### src/rtl/vga_pkg.sv
`default_nettype none
// ============================================================================
//  Module      : vga_pkg
//  Description : Shared constants and helpers for the VGA pixel output stage.
//                Default channel widths, fade-level constants, sync-level
//                constants and the default palette entry builder.
//  Revision    : 1.0  initial release
// ============================================================================
package vga_pkg;

    localparam int IDX_W_DEF = 3;
    localparam int R_W_DEF   = 5;
    localparam int G_W_DEF   = 6;
    localparam int B_W_DEF   = 5;

    localparam int             FADE_W   = 4;
    localparam logic [FADE_W-1:0] FADE_MAX = 4'd15;

    localparam logic SYNC_ACTIVE_LOW  = 1'b0;
    localparam logic SYNC_ACTIVE_HIGH = 1'b1;

    // Default palette entry selector for index idx: bit 0 drives red, bit 1
    // green, bit 2 blue. Index bits that do not exist (idx_w < 3) read as 0,
    // and bits above 2 play no part. The caller replicates each selector bit
    // across its channel width to form the full entry.
    function automatic logic [2:0] default_entry_sel(input int unsigned idx,
                                                     input int unsigned idx_w);
        logic [2:0] sel;
        sel = 3'b000;
        for (int b = 0; b < 3; b++) begin
            if (b < idx_w) begin
                sel[b] = idx[b];
            end
        end
        return sel;
    endfunction

endpackage
`default_nettype wire

### src/rtl/vga_palette_ram.sv
`default_nettype none
// ============================================================================
//  Module      : vga_palette_ram
//  Description : Writable palette register file, 2**IDX_W entries of
//                {red, green, blue}. One synchronous write port, one
//                combinational read port. Asynchronous reset restores the
//                3-bit-to-RGB replication defaults.
//  Ports       : clk, reset        - clock, async active-high reset
//                we/wr_addr/wr_data- write port
//                rd_addr/rd_data   - combinational read port
//  Revision    : 1.0  initial release
// ============================================================================
module vga_palette_ram
    import vga_pkg::*;
#(
    parameter int IDX_W = IDX_W_DEF,
    parameter int R_W   = R_W_DEF,
    parameter int G_W   = G_W_DEF,
    parameter int B_W   = B_W_DEF
) (
    input  logic                   clk,
    input  logic                   reset,
    input  logic                   we,
    input  logic [IDX_W-1:0]       wr_addr,
    input  logic [R_W+G_W+B_W-1:0] wr_data,
    input  logic [IDX_W-1:0]       rd_addr,
    output logic [R_W+G_W+B_W-1:0] rd_data
);

    localparam int DATA_W = R_W + G_W + B_W;
    localparam int DEPTH  = 2 ** IDX_W;

    logic [DATA_W-1:0] w_mem [DEPTH];

    for (genvar i = 0; i < DEPTH; i++) begin : g_entry
        localparam logic [2:0]        c_def_sel   = default_entry_sel(i, IDX_W);
        localparam logic [DATA_W-1:0] c_def_entry = {{R_W{c_def_sel[0]}},
                                                     {G_W{c_def_sel[1]}},
                                                     {B_W{c_def_sel[2]}}};
        logic [DATA_W-1:0] r_entry;

        always_ff @(posedge clk or posedge reset) begin
            if (reset) begin
                r_entry <= c_def_entry;
            end else if (we && (wr_addr == IDX_W'(i))) begin
                r_entry <= wr_data;
            end
        end

        assign w_mem[i] = r_entry;
    end

    // Read sees the pre-write contents during the write cycle, so a pixel
    // sampled on the same edge as a write gets the old colour.
    assign rd_data = w_mem[rd_addr];

endmodule
`default_nettype wire

### src/rtl/vga_palette_out.sv
`default_nettype none
// ============================================================================
//  Module      : vga_palette_out
//  Description : Pixel output stage. Two-stage pipeline: stage 1 registers
//                the index, active flag and syncs; stage 2 registers the
//                palette colour (blanked when inactive) and the delayed
//                syncs. frame_start pulses once per vsync assertion.
//  Ports       : clk, reset (async active-high)
//                pix_idx, pix_active, hsync_in, vsync_in - pixel stream in
//                pal_we, pal_addr, pal_data              - palette write
//                hsync, vsync, red, green, blue          - video out
//                frame_start                             - frame pulse
//                fade_target                             - fade level goal
//  Options     : VGA_FADE_EN - adds fade_target port and per-frame
//                brightness stepping applied in stage 2.
//  Revision    : 1.0  initial release
// ============================================================================
module vga_palette_out
    import vga_pkg::*;
#(
    parameter int   IDX_W    = IDX_W_DEF,
    parameter int   R_W      = R_W_DEF,
    parameter int   G_W      = G_W_DEF,
    parameter int   B_W      = B_W_DEF,
    parameter logic SYNC_POL = SYNC_ACTIVE_LOW
) (
    input  logic                   clk,
    input  logic                   reset,
    input  logic [IDX_W-1:0]       pix_idx,
    input  logic                   pix_active,
    input  logic                   hsync_in,
    input  logic                   vsync_in,
    input  logic                   pal_we,
    input  logic [IDX_W-1:0]       pal_addr,
    input  logic [R_W+G_W+B_W-1:0] pal_data,
`ifdef VGA_FADE_EN
    input  logic [FADE_W-1:0]      fade_target,
`endif
    output logic                   hsync,
    output logic                   vsync,
    output logic [R_W-1:0]         red,
    output logic [G_W-1:0]         green,
    output logic [B_W-1:0]         blue,
    output logic                   frame_start
);

    localparam int DATA_W = R_W + G_W + B_W;

    // ---------------- stage 1 ----------------
    logic [IDX_W-1:0] r_idx_s1;
    logic             r_active_s1;
    logic             r_hsync_s1;
    logic             r_vsync_s1;
    logic             r_frame_start;

    always_ff @(posedge clk or posedge reset) begin
        if (reset) begin
            r_idx_s1      <= '0;
            r_active_s1   <= 1'b0;
            r_hsync_s1    <= ~SYNC_POL;
            r_vsync_s1    <= ~SYNC_POL;
            r_frame_start <= 1'b0;
        end else begin
            r_idx_s1      <= pix_idx;
            r_active_s1   <= pix_active;
            r_hsync_s1    <= hsync_in;
            r_vsync_s1    <= vsync_in;
            // Edge detect against the previous registered vsync, so a held
            // assertion produces only one pulse.
            r_frame_start <= (vsync_in == SYNC_POL) && (r_vsync_s1 != SYNC_POL);
        end
    end

    // ---------------- palette ----------------
    logic [DATA_W-1:0] w_pal_rd;

    vga_palette_ram #(
        .IDX_W (IDX_W),
        .R_W   (R_W),
        .G_W   (G_W),
        .B_W   (B_W)
    ) u_palette (
        .clk     (clk),
        .reset   (reset),
        .we      (pal_we),
        .wr_addr (pal_addr),
        .wr_data (pal_data),
        .rd_addr (r_idx_s1),
        .rd_data (w_pal_rd)
    );

    logic [R_W-1:0] w_red_pal;
    logic [G_W-1:0] w_green_pal;
    logic [B_W-1:0] w_blue_pal;

    assign w_red_pal   = w_pal_rd[DATA_W-1 -: R_W];
    assign w_green_pal = w_pal_rd[B_W +: G_W];
    assign w_blue_pal  = w_pal_rd[B_W-1:0];

    logic [R_W-1:0] w_red_col;
    logic [G_W-1:0] w_green_col;
    logic [B_W-1:0] w_blue_col;

`ifdef VGA_FADE_EN
    // ---------------- fade ----------------
    logic [FADE_W-1:0] r_level;

    always_ff @(posedge clk or posedge reset) begin
        if (reset) begin
            r_level <= FADE_MAX;
        end else if (r_frame_start) begin
            if (r_level < fade_target) begin
                r_level <= r_level + 1'b1;
            end else if (r_level > fade_target) begin
                r_level <= r_level - 1'b1;
            end
        end
    end

    // Scale = (colour * (level+1)) >> FADE_W. level+1 spans 1..16, so the
    // product never exceeds channel width + FADE_W bits.
    logic [FADE_W:0]       w_lvl_p1;
    logic [R_W+FADE_W:0]   w_red_prod;
    logic [G_W+FADE_W:0]   w_green_prod;
    logic [B_W+FADE_W:0]   w_blue_prod;

    assign w_lvl_p1     = {1'b0, r_level} + (FADE_W+1)'(1);
    assign w_red_prod   = (R_W+FADE_W+1)'(w_red_pal)   * (R_W+FADE_W+1)'(w_lvl_p1);
    assign w_green_prod = (G_W+FADE_W+1)'(w_green_pal) * (G_W+FADE_W+1)'(w_lvl_p1);
    assign w_blue_prod  = (B_W+FADE_W+1)'(w_blue_pal)  * (B_W+FADE_W+1)'(w_lvl_p1);

    assign w_red_col    = w_red_prod[R_W+FADE_W-1:FADE_W];
    assign w_green_col  = w_green_prod[G_W+FADE_W-1:FADE_W];
    assign w_blue_col   = w_blue_prod[B_W+FADE_W-1:FADE_W];
`else
    assign w_red_col    = w_red_pal;
    assign w_green_col  = w_green_pal;
    assign w_blue_col   = w_blue_pal;
`endif

    // ---------------- stage 2 ----------------
    logic [R_W-1:0] r_red;
    logic [G_W-1:0] r_green;
    logic [B_W-1:0] r_blue;
    logic           r_hsync_s2;
    logic           r_vsync_s2;

    always_ff @(posedge clk or posedge reset) begin
        if (reset) begin
            r_red      <= '0;
            r_green    <= '0;
            r_blue     <= '0;
            r_hsync_s2 <= ~SYNC_POL;
            r_vsync_s2 <= ~SYNC_POL;
        end else begin
            r_red      <= r_active_s1 ? w_red_col   : '0;
            r_green    <= r_active_s1 ? w_green_col : '0;
            r_blue     <= r_active_s1 ? w_blue_col  : '0;
            r_hsync_s2 <= r_hsync_s1;
            r_vsync_s2 <= r_vsync_s1;
        end
    end

    assign red         = r_red;
    assign green       = r_green;
    assign blue        = r_blue;
    assign hsync       = r_hsync_s2;
    assign vsync       = r_vsync_s2;
    assign frame_start = r_frame_start;

endmodule
`default_nettype wire

### config.mk
export PLATFORM = sky130hd
export DESIGN_NAME = vga_palette_out
export DESIGN_NICKNAME = d
export VERILOG_FILES = /design/src/rtl/vga_pkg.sv /design/src/rtl/vga_palette_ram.sv /design/src/rtl/vga_palette_out.sv
export SDC_FILE = /design/constraint.sdc
export NUM_CORES = 1
export LEC_CHECK = 0
export ABC_CLOCK_PERIOD_IN_PS = 6350
export CORE_MARGIN = 1.5
export CORE_UTILIZATION = 55
export DETAILED_ROUTE_END_ITERATION = 8
export PLACE_DENSITY = 0.84
export SLEW_MARGIN = 0
export SYNTH_ARGS = -nofsm -noshare
export SYNTH_HDL_FRONTEND = slang
export SYNTH_SLANG_ARGS = --single-unit
### constraint.sdc
create_clock -name clk -period 6.35 [get_ports clk]
set_clock_uncertainty 0.15 [all_clocks]
set_input_delay 0.9525 -clock clk [delete_from_list [all_inputs] [get_ports clk]]
set_output_delay 0.9525 -clock clk [all_outputs]
set_load 0.1 [all_outputs]
After elaboration in Yosys (flattened, before gate mapping)
Index checks and enable logic that the tools add are counted.
{"block": "totals", "output_inout_bits": 19, "inputBits": 28, "register_bits": 153}
{"block": "classes", "n_reduce_logical": 10, "n_lt_le_gt_ge": 1, "muxes": 6, "bitwise_logic": 2, "eq_ne": 7}
{"op": "$bmux W16 S3", "count": 1}
{"op": "$mux W16", "count": 2}
{"op": "$eq A3 B3 Y1 const B", "count": 4}
{"op": "$mux W5", "count": 2}
{"op": "$logic_and A1 B1 Y1", "count": 9}
{"op": "$eq A3 B2 Y1 const B", "count": 2}
{"op": "$mux W6", "count": 1}
{"op": "$ge A4 B4 Y1 const B", "count": 1}
{"op": "$not A3 Y4", "count": 1}
{"op": "$eq A3 B1 Y1 const B", "count": 1}
{"op": "$logic_not A3 Y1", "count": 1}
{"op": "$not A1 Y1", "count": 1}

Longest topological paths before layout
Gate-level depths: netlist of the first run.
{"block": "logic_depth", "word_depth": 5, "ltp_mapped": 5, "ltp_nobuf": 3}

Cells and area by module
From an unflattened synthesis of the first run, not the netlist that was laid out.
{"block": "hier_totals", "hier_cells": 382, "area_unflattened_um2": 6800.3}
{"mod": "vga_palette_ram", "cells_per_inst": 338, "seq_area_each_um2": 3283.1, "area_per_inst_um2": 6033.3, "n_inst": 1}
{"mod": "vga_palette_out", "cells_per_inst": 44, "seq_area_each_um2": 630.6, "area_per_inst_um2": 767.0, "n_inst": 1}

Least setup slack after synthesis of the first run
OpenSTA, ideal clock, no wires.
{"block": "synth_timing", "kind": "input to register", "from": "input pal_addr[2]", "to": "register u_palette.g_entry[2].r_entry[0]", "required_ns": 6.075, "setup_ns": 0.125, "arrival_time_ns": 2.077, "path_stages": 5, "setup_slack_ns": 3.998, "cell_sequence": "buf_6 nand2b_4 nor3b_4 buf_12 mux2_4"}
{"block": "synth_via", "elab_chain_cells": 2}
{"item": "start: declaration", "line": "vga_palette_out.sv:34", "rtl": "input logic [IDX_W-1:0] pal_addr,"}
{"item": "$eq A3 B2 Y1", "line": "vga_palette_ram.sv:45", "rtl": "end else if (we && (wr_addr == IDX_W'(i))) begin"}
{"item": "$logic_and A1 B1 Y1", "line": "vga_palette_ram.sv:45"}
{"item": "end signal: assignment", "line": "vga_palette_ram.sv:44", "rtl": "r_entry <= c_def_entry;"}
{"item": "end signal: assignment", "line": "vga_palette_ram.sv:46", "rtl": "r_entry <= wr_data;"}
{"item": "end: declaration", "line": "vga_palette_ram.sv:40", "rtl": "logic [DATA_W-1:0] r_entry;"}
No other way between the ends.
A chain may end at the register's enable or synchronous reset.

Worst setup path after layout of the first run
{"block": "layout_timing", "from": "register r_vsync_s2, in the netlist vsync", "to": "output vsync"}
{"item": "start: declaration", "line": "vga_palette_out.sv:146", "rtl": "logic r_vsync_s2;"}
{"item": "start signal: assignment", "line": "vga_palette_out.sv:154", "rtl": "r_vsync_s2 <= ~SYNC_POL;"}
{"item": "start signal: assignment", "line": "vga_palette_out.sv:160", "rtl": "r_vsync_s2 <= r_vsync_s1;"}
{"item": "end: declaration", "line": "vga_palette_out.sv:40", "rtl": "output logic vsync,"}
No word-level cell between the ends.

==> results of run 1 <==
-- metal layers --
metal  wire length, um  GRT usage  vias to the layer above
met5                 0          0                        -
met4               100     0.0658                        0
met3               380     0.0611                       12
met2              6370      0.351                       65
met1              5720      0.291                     1936
li1                  -          -                     1618
-- logic make-up after synthesis --
group	count (synthesis)	share of synthesized area
multiplexers	176	0.325
flip-flops	153	0.583
buffers and inverters	41	0.0358
AO/OA/AOI/OAI	32	0.0328
AND/OR/NAND/NOR	13	0.0240
-- how the worst max path moves through the flow --
| stage | end | slack, ns | cells after the start |
|---|---|---|---|
| 3_5_place_dp | u_palette.g_entry[2].r_entry[11] | 2.93 | 3 |
| 3_3_place_gp | u_palette.g_entry[2].r_entry[11] | 3.00 | 3 |
| 4_1_cts | vsync | 3.18 | 1 |
| 6_report | vsync | 3.21 | 1 |
| 5_1_grt | hsync | 3.16 | 1 |
| 2_1_floorplan | blue[0] | 1.24 | 1 |
-- cells in the mapped netlist --
cell	count	share of area
nor2b_1	1	0.00093
inv_1	17	0.0095
buf_12	1	0.0030
clkbuf_1	4	0.0022
a221oi_1	16	0.021
nor3_4	2	0.0048
mux2_2	134	0.22
mux2_4	10	0.022
mux4_2	16	0.054
dfrtp_1	85	0.32
nand2_1	1	0.00056
nand4_2	1	0.0019
buf_6	5	0.0084
buf_4	6	0.0067
nor3b_4	2	0.0056
nor2_1	1	0.00056
nand2b_1	1	0.00093
mux2i_1	16	0.024
dfstp_2	68	0.27
nand4b_2	3	0.0067
nand2b_4	1	0.0020
o21ai_0	16	0.012
buf_2	8	0.0060
-- metrics by stage --
stage | std cells | power [mW]
final | 620 | 2.77
after global routing | 620 | 2.90
after CTS | 620 | 2.79
after detailed placement | 588 | 1.87
after global placement | 588 | 1.83
after floorplan | 415 | 1.74
-- state kept, by name, indices dropped and copies added (netlist names) --
register	flops
blue	5
frame_start	1
green	6
hsync	1
r_active_s1	1
r_hsync_s1	1
r_idx_s1	3
r_vsync_s1	1
red	5
u_palette.g_entry.r_entry	128
vsync	1
-- report_power, final --
| group | leakage, nW | total [mW] | internal, mW | switching, mW |
|---|---|---|---|---|
| Sequential | 1.75 | 1.33 | 1.24 | 0.0975 |
| Combinational | 1.21 | 0.522 | 0.267 | 0.254 |
| Clock | 0.257 | 0.915 | 0.545 | 0.371 |
| Total | 3.22 | 2.77 | 2.05 | 0.723 |
-- final cells by class --
| type | instances | share of cell area |
|---|---|---|
| Multi-Input combinational cell | 221 | 0.330 |
| Tap cell | 147 | 0.0237 |
| Inverter | 17 | 0.00887 |
| Timing Repair Buffer | 50 | 0.0632 |
| Sequential cell | 153 | 0.505 |
| Clock inverter | 9 | 0.0100 |
| Clock buffer | 23 | 0.0591 |
==> results.md, run 1 <==
- Hold depth: 0
- Worst setup margin: 3.21 ns
- Top Ports: 47
- Die H: 113 um
- Crit Path Class: reg -> out
- Worst setup EP type: output port
- Total congestion overflow: 0
- Fmax: 318 MHz
- Postcts setup bufs: 0
- Antenna violations before repair: 0
- CTS clk-pin slew, worst paths: 0.05 ns
- Hold Vio Cnt, Final: 0
- Die area: 12900 um^2
- First-pass GRT wire length: 21.3 mm
- RSZ-0062 raised after global routing: false
- DR WL/cell: 20.3 um
- Worst relative slew slack: 0.298
- Crit-path cells: clkdlybuf4s50_1
- Max Slew Vio Count: 0
- Post-Place Setup Slack: 2.93 ns
- Final HPWL DP: 7.46 mm
- Cells after Synth: 415
- R2R Setup Slk: 4.04 ns
- CTS tree: built
- Arrival @ worst endpoint: 2.04 ns
- Htree depth: 4
- Worst Path Max Fanout: 1
- CP max stage cell: clkdlybuf4s50_1
- Drt first pass iters: 4
- DRC Markers: 0
- Hold Crit Class: reg -> reg
- # rows: 40
- Most common cell after layout, fill and taps aside: mux2_2
- Final Setup Violations: 0
- Area of the multi-input gates: 2560 um^2
- Register area: 3920 um^2
- CTS max path bufs: 2
- CTS Buf Count: 17
- Layout fillers: 853
- CTS Sinks: 153
- Detailed Route Iter0 Violations: 196
- Worst-margin pin slew: 1.05 ns
- Hold endpoint: hsync
- CTS Root Buffer Type: clkbuf_16
- Largest net degree at the start of global routing: 90
- Commonest cells after routing, fill and taps aside: mux2_2 (134), dfrtp_1 (84), dfstp_2 (68)
- Vias: 3631
- PortBufs: 46
- Area of the mapped netlist: 6720 um^2
- Fin util: 0.648
- Synth unique cells: 23
- CP Launch Type: flip-flop
- Worst path max stage delay: 1.12 ns
- Post-Syn Nets: 443
- # nets final: 488
- Flops & latches, synth: 153
- Post-Route WL: 12.6 mm
- PwrDens: 357 nW/um^2
- Leak: 3.22 nW
- Worst path required time: 5.25 ns
- VDD IR-drop max: 0.249 mV
- Initial Utilization: 0.561
- Hold bufs inserted after CTS: 0
- Placer congestion estimate: 0.738
- Final worst-path cycle share: 0.495
- Tmin final: 3.14 ns
- Final ANT Viol Nets: 0
- Vias per cell: 5.86
- Area Overhead vs Synth: 15.5%
- Placed Area: 7220 um^2
- Critical path's top delay family: buffers and inverters
- Ratio of cells with drive above 1 in the final layout: 0.571
- # resized after CTS: 0
- Hold Path Origin: r_hsync_s1
- CORE AREA: 12000 um^2
- Clk_lat worst skew: 0.42 ns
- Reg2Reg Depth: 3
- CP Buf/Inv Count: 1
- Reg2Reg Launch Point: r_idx_s1[0]
- Max-cap violations: 0
- Final hold slack: 0.206 ns
- Run status: completed
- Reg-to-Reg End: red[2]
- Die X: 113 um
- Setup TNS: 0 ns
- Critical path origin: vsync
- Register area share after synthesis: 0.583
- Mean area per synthesized cell: 16.2 um^2
- Total track usage: 0.218
- Vias in the first global route: 4089
- Yosys warns: 0
- Number of diodes: 0
- Fin area: 7750 um^2
Power figures use the tool's default switching activity.
==> run 2, diff against run 1 <==
--- a/config.mk
+++ b/config.mk
@@ -5,11 +5,11 @@
 export SDC_FILE = /design/constraint.sdc
 export NUM_CORES = 1
 export LEC_CHECK = 0
-export ABC_CLOCK_PERIOD_IN_PS = 6350
+export ABC_CLOCK_PERIOD_IN_PS = 2600
 export CORE_MARGIN = 1.5
-export CORE_UTILIZATION = 55
+export CORE_UTILIZATION = 53
 export DETAILED_ROUTE_END_ITERATION = 8
-export PLACE_DENSITY = 0.84
+export PLACE_DENSITY = 0.85
 export SLEW_MARGIN = 0
 export SYNTH_ARGS = -nofsm -noshare
 export SYNTH_HDL_FRONTEND = slang
==> constraint.sdc (replaced) <==
create_clock -name clk -period 2.6 [get_ports clk]
set_clock_uncertainty 0.15 [all_clocks]
set_input_delay 0.39 -clock clk [delete_from_list [all_inputs] [get_ports clk]]
set_output_delay 0.39 -clock clk [all_outputs]
set_load 0.1 [all_outputs]
==> run 2 against run 1 <==
  * Sequential power is 150% higher
  * Sequential share of layout area shrank 1.3 points
  * Power grew to 2.5 times the previous value
  * Register-to-register slack got worse by 3.2 ns
  * Cell count up 5.0%
  * Hold slack barely moved
  * Largest power group unchanged
  * Flip-flop and latch count is the same
  * Global-route usage grew 0.64 points
  * Critical path depth increased by 2
  * Wire length grew 4.4%
  * Die area up 3.7%
  * Clock power rose to 2.7 times the previous value
==> results.md, run 2 (synthesis gave the netlist of run 1 again) <==
- Run status: completed
- Total power: 7.03 mW (+150%)
- Leak: 3.34 nW (+3.8%)
- Die X: 116 um (+1.8%)
- Worst-margin pin slew: 0.695 ns (-0.357 ns)
- WL met2: 6.87 mm (+7.9%)
- Layout fillers: 891 (+4.5%)
- Final HPWL DP: 7.83 mm (+4.9%)
- Placer congestion estimate: 0.721 (-2.3%)
- # rows: 40 (unchanged)
- Final Setup Violations: 0 (unchanged)
- Int Power: 5.18 mW (+150%)
- CP max stage cell: nand4b_2
- Initial Utilization: 0.552 (-0.00924)
- Arrival @ worst endpoint: 2.26 ns (+0.22 ns)
- CTS max path bufs: 2 (unchanged)
- Worst path required time: 2.76 ns (-2.49 ns)
- Worst path max stage delay: 0.73 ns (-0.39 ns)
- Combinational share of power: 0.184 (-0.004)
- Worst Path Max Fanout: 16 (+15)
- CTS tree: built
- Placed cell count: 619 (+5.3%)
- PwrDens: 883 nW/um^2 (+150%)
- Sw frac: 0.263 (+0.00207)
- Final std cells w/o fill: 651 (+5.0%)
- Hold bufs inserted after CTS: 0 (unchanged)
- Fin util: 0.655 (+0.00641)
- Htree depth: 4 (unchanged)
- Tmin final: 2.10 ns
- Clk_lat worst skew: 0.42 ns (about the same)
- Crit-path cells: clkdlybuf4s50_1 > nand4b_2 > mux2_2
- Commonest cells after routing, fill and taps aside: mux2_2 (134), dfrtp_1 (84), dfstp_2 (68)
- Total congestion overflow: 0 (unchanged)
- NetSw: 1.85 mW (+160%)
- Fmax: 476 MHz
- Post-Route WL: 13.1 mm (+4.4%)
- Crit Path Class: in -> reg
- CTS Root Buffer Type: clkbuf_16
- DR WL/cell: 20.1 um (-0.61%)
- Reg2Reg Depth: 3 (unchanged)
- Vias per cell: 5.72 (-2.3%)
- Ratio of cells with drive above 1 in the final layout: 0.629 (+0.0586)
- CP Launch Type: input port
- Final ANT Viol Nets: 0 (unchanged)
- # nets final: 498 (+2.0%)
- Worst setup EP type: flip-flop
- Hold endpoint: hsync
- Detailed Route Iter0 Violations: 200 (+2.0%)
- DRC Markers: 0 (unchanged)
- Met3 wire length: 549 um (+44%)
- Postcts setup bufs: 0 (unchanged)
- Vias: 3723 (+2.5%)
- Setup TNS: 0 ns (unchanged)
- Hold Vio Cnt, Final: 0 (unchanged)
- R2R Setup Slk: 0.81 ns (-3.23 ns)
- Share of total power in sequential cells: 0.463 (-0.018)
- Area Overhead vs Synth: 18.6%
- Met1 Wirelength: 5.60 mm (-2.1%)
- Hold Path Origin: r_hsync_s1
- CORE AREA: 12200 um^2 (+1.7%)
- First-pass GRT wire length: 22.1 mm (+3.7%)
- Vias in the first global route: 4154 (+1.6%)
- Die area: 13400 um^2 (+3.7%)
- CTS clk-pin slew, worst paths: 0.06 ns (about the same)
- CP Buf/Inv Count: 1 (unchanged)
- Worst relative slew slack: 0.537 (+0.239)
- Largest net degree at the start of global routing: 133 (+48%)
- Max Used Layer: met4
- Final worst-path cycle share: 0.808
- RSZ-0062 raised after global routing: false
- # resized after CTS: 0 (unchanged)
- Most common cell after layout, fill and taps aside: mux2_2
- VDD IR-drop max: 0.760 mV (+210%)
- Total track usage: 0.224 (+0.00639)
- CTS Buf Count: 17 (unchanged)
- Biggest register: u_palette.g_entry.r_entry
- Max reg flops: 128 (unchanged)
- Drt first pass iters: 4 (unchanged)
- Critical path's top delay family: simple AND/OR/NAND/NOR gates
- Reg2Reg Launch Point: r_idx_s1[1]
- PortBufs: 46 (unchanged)
- Hold Crit Class: reg -> reg
- Die H: 116 um (+1.8%)
- Antenna violations before repair: 0 (unchanged)
- Number of diodes: 0 (unchanged)
- CTS Sinks: 153 (unchanged)
- Hold depth: 0 (unchanged)
- Clock Power Share: 0.353 (+0.023)
- Max Slew Vio Count: 0 (unchanged)
- Top Ports: 47 (unchanged)
- Reg-to-Reg End: green[4]
- Max-cap violations: 0 (unchanged)
run 2: changes by cell type in the layout (fill, tap and decap cells not counted), sizes merged:
cell,change
buf,+29
clkdlybuf4s50,-19
bufinv,+2
clkinv,+1
clkinvlp,+3
clkbuf,-6
run 2: worst reg2reg max path: stages, from the launching register on:
cell and delay, ns:
dfrtp_1 0.41, nand2b_1 0.52, o21ai_0 0.20, a221oi_1 0.37
run 2: worst max path at each step:
| stage | from | end | slack, ns | depth (start not counted) |
|---|---|---|---|---|
| 2_1_floorplan | reset | blue[0] | 0.18 | 1 |
| 3_3_place_gp | pal_addr[0] | u_palette.g_entry[6].r_entry[15] | 0.10 | 3 |
| 3_5_place_dp | pal_addr[0] | u_palette.g_entry[6].r_entry[11] | 0.04 | 3 |
| 4_1_cts | pal_addr[0] | u_palette.g_entry[6].r_entry[11] | 0.52 | 3 |
| 5_1_grt | pal_addr[0] | u_palette.g_entry[6].r_entry[11] | 0.41 | 3 |
| 6_report | pal_addr[0] | u_palette.g_entry[6].r_entry[11] | 0.50 | 3 |
run 2: layout make-up:
type                       instances  area, um^2  area share
clock buffer                      17         425      0.0534
clock inverter                    15         178      0.0223
inverter                          17        67.6     0.00849
multi-input combinational        221        2560       0.322
sequential                       153        3920       0.492
tap                              168         210      0.0264
timing repair buffer              60         606      0.0761
run 2: per-stage QoR:
stage	area (um^2)	hold slack (ns)	setup WS, ns
after detailed placement	7360	0.198	0.0445
after global placement	7360	0.198	0.105
final	7960	0.206	0.498
after global routing	7960	0.211	0.409
after CTS	7960	0.207	0.518
after floorplan	6720	0.195	0.185
run 2: power by group through the flow:
stage	Sequential, mW	Combinational (mW)	Clock, mW
finish	3.26	1.29	2.48
global route	3.32	1.40	2.64
CTS	3.26	1.31	2.53
detailed placement	3.29	1.30	0
global placement	3.24	1.25	0
floorplan	3.45	0.791	0
run 2: layer usage:
layer,vias up,GRT usage
met5,-,0
met3,11,0.0596
met1,1985,0.289
met2,89,0.371
met4,0,0.0757
li1,1638,-
